<file path="config.mk">
export PLATFORM = sky130hd
export DESIGN_NAME = sec_ded_pipe_decoder
export DESIGN_NICKNAME = d
export VERILOG_FILES = /design/src/rtl/sec_ded_pipe_decoder.sv
export SDC_FILE = /design/constraint.sdc
export NUM_CORES = 1
export LEC_CHECK = 0
export ABC_AREA = 1
export BUFFER_PORTS_ARGS = -buffer_cell sky130_fd_sc_hd__buf_2
export CAP_MARGIN = 5
export CELL_PAD_IN_SITES_DETAIL_PLACEMENT = 0
export CELL_PAD_IN_SITES_GLOBAL_PLACEMENT = 2
export CORE_ASPECT_RATIO = 1.5
export CORE_MARGIN = 2
export CORE_UTILIZATION = 34
export CTS_CLUSTER_SIZE = 30
export DETAILED_ROUTE_END_ITERATION = 8
export PLACE_DENSITY = 0.91
export SYNTH_ARGS = -nofsm -noshare
export SYNTH_HDL_FRONTEND = slang
export SYNTH_SLANG_ARGS = --single-unit
</file>
<file path="constraint.sdc">
create_clock -name clk -period 4.88 [get_ports clk]
set_clock_uncertainty 0.2 [all_clocks]
set_input_delay 0.244 -clock clk [delete_from_list [all_inputs] [get_ports clk]]
set_output_delay 0.244 -clock clk [all_outputs]
set_load 0.01 [all_outputs]
</file>
<file path="src/rtl/sec_ded_pipe_decoder.sv">
// Two-stage pipelined SEC-DED (extended Hamming) decoder with valid/ready
// handshaking and saturating single/double error counters.
module sec_ded_pipe_decoder #(
  parameter int unsigned DATA_W = 32,
  parameter int unsigned CNT_W  = 16,
  localparam int unsigned R     = (DATA_W <= 4)   ? 3 :
                                  (DATA_W <= 11)  ? 4 :
                                  (DATA_W <= 26)  ? 5 :
                                  (DATA_W <= 57)  ? 6 :
                                  (DATA_W <= 120) ? 7 :
                                  (DATA_W <= 247) ? 8 : 9,
  localparam int unsigned CHK_W = R + 1
) (
  input  logic              clk,
  input  logic              rst_n,
  input  logic              in_valid,
  output logic              in_ready,
  input  logic [DATA_W-1:0] in_data,
  input  logic [CHK_W-1:0]  in_chk,
  input  logic              corr_en,
  output logic              out_valid,
  input  logic              out_ready,
  output logic [DATA_W-1:0] out_data,
  output logic [R-1:0]      out_syn,
  output logic              out_ce,
  output logic              out_ue,
  input  logic              cnt_clr,
  output logic [CNT_W-1:0]  cnt_ce,
  output logic [CNT_W-1:0]  cnt_ue
);

  localparam int unsigned N = DATA_W + R;

  // Codeword position of data bit idx: data fills non-power-of-two slots from 3 up.
  function automatic int unsigned data_pos(input int unsigned idx);
    int unsigned d;
    d        = 0;
    data_pos = 0;
    for (int unsigned p = 3; p <= N; p++) begin
      if ((p & (p - 1)) != 0) begin
        if (d == idx) data_pos = p;
        d++;
      end
    end
  endfunction

  logic              s1_valid;
  logic [DATA_W-1:0] s1_data;
  logic [R-1:0]      s1_syn;
  logic              s1_fault;
  logic              s1_corr;

  logic [R-1:0]      syn_c;
  logic              fault_c;
  logic [DATA_W-1:0] s2_data_c;
  logic              s2_ce_c;
  logic              s2_ue_c;
  logic              s2_adv_c;
  logic              out_hs_c;

  // Stage 2 can take a new beat when empty or emptying this cycle.
  assign s2_adv_c = !out_valid || out_ready;
  assign in_ready = !s1_valid || s2_adv_c;
  assign out_hs_c = out_valid && out_ready;

  // Syndrome and overall parity of the incoming codeword.
  always_comb begin
    syn_c = '0;
    for (int unsigned i = 0; i < DATA_W; i++) begin
      if (in_data[i]) syn_c = syn_c ^ R'(data_pos(i));
    end
    for (int unsigned i = 0; i < R; i++) begin
      if (in_chk[i]) syn_c = syn_c ^ R'(32'd1 << i);
    end
    fault_c = ^{in_data, in_chk};
  end

  // Stage 1 capture register.
  always_ff @(posedge clk or negedge rst_n) begin
    if (!rst_n) begin
      s1_valid <= 1'b0;
      s1_data  <= '0;
      s1_syn   <= '0;
      s1_fault <= 1'b0;
      s1_corr  <= 1'b0;
    end else if (in_ready) begin
      s1_valid <= in_valid;
      if (in_valid) begin
        s1_data  <= in_data;
        s1_syn   <= syn_c;
        s1_fault <= fault_c;
        s1_corr  <= corr_en;
      end
    end
  end

  // Classification and single-bit correction of the stage 1 beat.
  always_comb begin
    s2_ce_c   = s1_fault;
    s2_ue_c   = !s1_fault && (s1_syn != '0);
    s2_data_c = s1_data;
    for (int unsigned i = 0; i < DATA_W; i++) begin
      if (s1_fault && s1_corr && (s1_syn == R'(data_pos(i)))) begin
        s2_data_c[i] = ~s1_data[i];
      end
    end
  end

  // Stage 2 output register; holds while stalled.
  always_ff @(posedge clk or negedge rst_n) begin
    if (!rst_n) begin
      out_valid <= 1'b0;
      out_data  <= '0;
      out_syn   <= '0;
      out_ce    <= 1'b0;
      out_ue    <= 1'b0;
    end else if (s2_adv_c) begin
      out_valid <= s1_valid;
      if (s1_valid) begin
        out_data <= s2_data_c;
        out_syn  <= s1_syn;
        out_ce   <= s2_ce_c;
        out_ue   <= s2_ue_c;
      end
    end
  end

  // Saturating error counters; clear has priority over increment.
  always_ff @(posedge clk or negedge rst_n) begin
    if (!rst_n) begin
      cnt_ce <= '0;
      cnt_ue <= '0;
    end else if (cnt_clr) begin
      cnt_ce <= '0;
      cnt_ue <= '0;
    end else if (out_hs_c) begin
      if (out_ce && (cnt_ce != {CNT_W{1'b1}})) cnt_ce <= cnt_ce + CNT_W'(1);
      if (out_ue && (cnt_ue != {CNT_W{1'b1}})) cnt_ue <= cnt_ue + CNT_W'(1);
    end
  end

endmodule

</file>
# == Yosys cells after proc, flatten, opt, wreduce, memory -nomap -nowiden ==
# Cells that the tools add are included.
# word_totals
reg_bits,114
latchBits,0
ram_bits,0
mem_bits_ro,0
inputBits,45
word_cells,4211
n_memories,0
# op_classes
n_addsub,962
multipliers,0
n_div,0
n_lt_le_gt_ge,0
eq_ne,995
shifts,0
mux,2091
n_bitwise,69
reduce_logical,82
# op_table
op,n
$mux 32,992
$add 32x1->32 const B,960
$eq 32x5->1 const B,496
$eq 32x4->1 const B,248
$mux 6,845
$eq 32x3->1 const B,124
$eq 32x2->1 const B,62
$eq 32x1->1 const B,31
$logic_not 32->1,31
$mux 4,90
$mux 5,51
$mux 3,73
$xor 6x6->6,31
$mux 16,6
$eq 6x5->1 const B,15
$eq 6x4->1 const B,7
$reduce_xor 39->1,1
$not 1->1,38
$logic_and 1x1->1,37
$eq 6x6->1 const B,6
$mux 1,33
$add 16x1->16 const B,2
$ne 16x16->1 const B,2
$eq 6x3->1 const B,3
7 further kinds,15

# == Longest topological paths before layout ==
# depth
ltp_word,133
depth_mapped,16

# == Worst setup path after synthesis ==
# Ideal clock, no wire load.
# synth_timing
path_kind,register to register
start,register cnt_ue[0]
end,register cnt_ue[15]
arrival_ns,1.609
required_time_ns,4.546
slack_ns,2.937
path_stages_with_launch,12
cell_sequence,dfrtp_1 ha_1 and3_1 nand2_2 nor2_1 nand2_1 nand2_4 nand2_4 buf_6 nand2_4 nor3_1 nor3b_2
# synth_via
elab_chain_cells,4
word_cells_on_any_way,8
# synth_lines
item,line,text
start: declaration,29,output logic [CNT_W-1:0] cnt_ue
start signal: assignment,138,if (out_ue && (cnt_ue != {CNT_W{1'b1}})) cnt_ue <= cnt_ue + CNT_W'(1);
$add 16x1->16 / $ne 16x16->1 (equally long branches),138,
$mux 16 / $logic_and 1x1->1 (equally long branches),138,
$mux 16 / $reduce_bool 2->1 (equally long branches),--,
$mux 16 / $reduce_and 2->1 (equally long branches),--,
# Parallel ways exist; a longest one is shown, timed or not. The select of a mux whose other input is x is not followed.
# A chain may end at the register's enable or synchronous reset.

# == Worst setup path after layout ==
# layout_timing
start,input port out_ready
end,register s1_syn[4]
# layout_via
elab_chain_cells,3
# layout_lines
item,line,text
start: declaration,22,"input logic out_ready,"
$logic_or 1x1->1,62,assign s2_adv_c = !out_valid || out_ready;
$logic_or 1x1->1,63,assign in_ready = !s1_valid || s2_adv_c;
$reduce_and 2->1 (no line),--,
end signal: assignment,90,s1_syn <= syn_c;
end: declaration,49,logic [R-1:0] s1_syn;
# No other way between the ends.

==> impl_metrics.toml <==
[cts]
cts_resized = 0
cts_root_buf = "clkbuf_16"
clk_latency_ns = 0.41
clk_path_buf_depth = 2
clk_pin_slew_worst_paths_ns = 0.05
cts_sinks = 114
cts_setup_buffers = 0
htree_levels = 4
cts_tree = "built"
cts_hold_buf = 29
cts_buffers = 17

[route]
drt_iter0_drc = 387
avgRoutedWirePerCell_um = 14.2
dr_total_vias = 6022
drc = 0
drt_pass1_iterations = 4
drt_wl_total_um = 18800
vias_per_cell = 4.56
drt.antenna.violating_nets = 0

[timing]
finalHoldViolCount = 0
rsz0062_at_grt = "false"
tightest_slew_ns = 0.905
setup_viol = 0
finalCriticalPeriod_ns = 2.22
slew_viol_final = 0
fmax_mhz = 451
fin_crit_sh_pct = 45.4
setup_slack_ns = 2.66
setup-tns-final_ns = 0
max_slew_margin_pct = 39.4

[pwr]
power_density_mw_per_mm2 = 395
irDropWorstVdd_mv = 0.220
finalPower_mw = 3.33
power.leakage_nw = 4.27

[floorplan]
fp.coreArea_mm2 = 0.0192
initial_utilization_pct = 34.9
fp-row-count = 62
dieWidth_um = 119
fp.dieArea_mm2 = 0.0209
die_y_um = 176
pin_count = 119

[final_layout]
final_common_cell = "nand2_1"
nets = 1098
layout_common_cells = "nand2_1 (345), buf_2 (117), dfrtp_1 (114)"
final_area_mm2 = 0.00843
drive_above_1_share_pct = 16.2
syn2layout_area_growth_pct = 25.7
diodes = 0

[global_route]
grt_max_degree = 81
grt_usage_pct = 18.7
antenna_found_initial = 0
grt_pass1_wl_um = 30500
grt-ovfl-total = 0
grt_pass1_vias = 5970

[setup_path]
crit_family = "buffers and inverters"
crit_type = "input port to flop"
r2r_cells = 11
worst_setup_path_start_kind = "input port"
end_kind = "flop"
worstPathCellList = "dlygate4sd3_1 -> buf_2 -> inv_1 -> nand3_1 -> nand2_2 -> buf_4 -> inv_1 -> nand3_1 -> nand2_1"
worst_path_largest_cell_delay_ns = 0.53
crit_fanout = 69
cpMaxStageDelayCell = "dlygate4sd3_1"
cp_num_buf_inv = 5
arrival_ns = 2.30
worst-path-stages = 9
worst_ep_required_time_ns = 4.97

[placement]
preCtsSetupSlack_ns = 2.74
hpwl_um = 14800
port_buffers = 118
gp_congestion = 0.834
post_dp_cell_area_mm2 = 0.00754

[min_path]
hold_class = "input port to flop"
hold-path-cell-count = 3

[yosys]
ys_seq_area_share_pct = 42.5
synth.avg_cell_area_um2 = 7.39
synth-edff-count = 0
ys_ff_latch = 114
netlist_instances = 907
synthesis.area_mm2 = 0.00671
synth_cell_types = 32
synth_nets = 954
ys.flop_type = "dfrtp_1"
async_reset_ff_share_pct = 100
synth_warnings = 0

[run_status]
status = "finished, final reports clean"

[job]
max-cap-violations = 0
==> cells by family after synthesis <==
logic type	Yosys count	share of synthesized area (%)
and+or+nand+nor	479	29.8
xor gates and xnor gates	98	12.8
buffers and inverters	113	6.53
DFF	114	42.5
AOI/OAI and AO/OA	101	8.00
adders and majority gates	2	0.373
==> per-layer routing <==
metal  global-route usage (%)  part of all wire, %
met5                        0                    0
met2                     35.2                   54
met3                     3.23                  3.4
met1                     20.9                   41
met4                     6.89                  1.7
==> sequential cells by signal (all words and copies together), names as in the netlist <==
signal	count
s1_data	32
out_data	32
s1_valid	1
out_ce	1
s1_fault	1
out_valid	1
cnt_ue	16
s1_syn	6
out_ue	1
cnt_ce	16
s1_corr	1
out_syn	6
==> path summary, 6_finish.rpt <==
check / startpoint / endpoint / slack, ns
worst max-delay path: out_ready / s1_syn[4] / 2.66
worst min-delay path: in_data[0] / s1_data[0] / 0.01
worst max register to register: cnt_ue[0] / cnt_ue[5] / 2.71
worst min register to register: out_data[30] / out_data[30] / 0.28
max in group asynchronous: rst_n / s1_fault / 3.07
min in group asynchronous: rst_n / cnt_ce[6] / 0.24
==> cells in the mapped netlist, types with 4 or more instances <==
cell	n	area, um^2
nand2_1	347	1300
dfrtp_1	114	2850
inv_1	85	319
o21ai_0	75	375
xor2_1	66	578
nand3_1	45	225
nor2_1	42	158
xnor2_1	32	280
clkbuf_1	17	63.8
nor3_1	15	75.1
a21oi_1	10	50.1
o31ai_1	8	60.1
nand4_1	7	43.8
buf_2	5	25.0
nand2_4	4	45.0
nor4_1	4	25.0
or2_2	4	25.0
==> per-stage QoR <==
| step | hold WS [ns] | instances | utilization (%) |
|---|---|---|---|
| 2_1_floorplan | -0.252 | 907 | - |
| 3_3_place_gp | 0.175 | 1259 | 39.2 |
| 3_5_place_dp | 0.159 | 1259 | 39.2 |
| 4_1_cts | 0.00102 | 1320 | 43.8 |
| 5_1_grt | 0.0225 | 1320 | 43.8 |
| 6_report | 0.00980 | 1320 | 43.8 |
==> final cells by class <==
class / instances / area, um^2
clock inverter: 9 / 103
inverter: 88 / 330
multi-input combinational: 680 / 3420
clock buffer: 23 / 498
fill: 2081 / 10800
tap: 256 / 320
sequential: 114 / 2850
timing repair buffer: 150 / 906
==> worst min-delay path, cell delays in order <==
cell and delay (ns):
buf_2 0.13, inv_1 0.10, o21ai_0 0.09
==> power by group <==
part	switching, mW	internal, mW
clock	0.419	0.814
sequential	0.132	1.13
combinational	0.533	0.306
No activity file was read; power rests on OpenSTA's default activity.
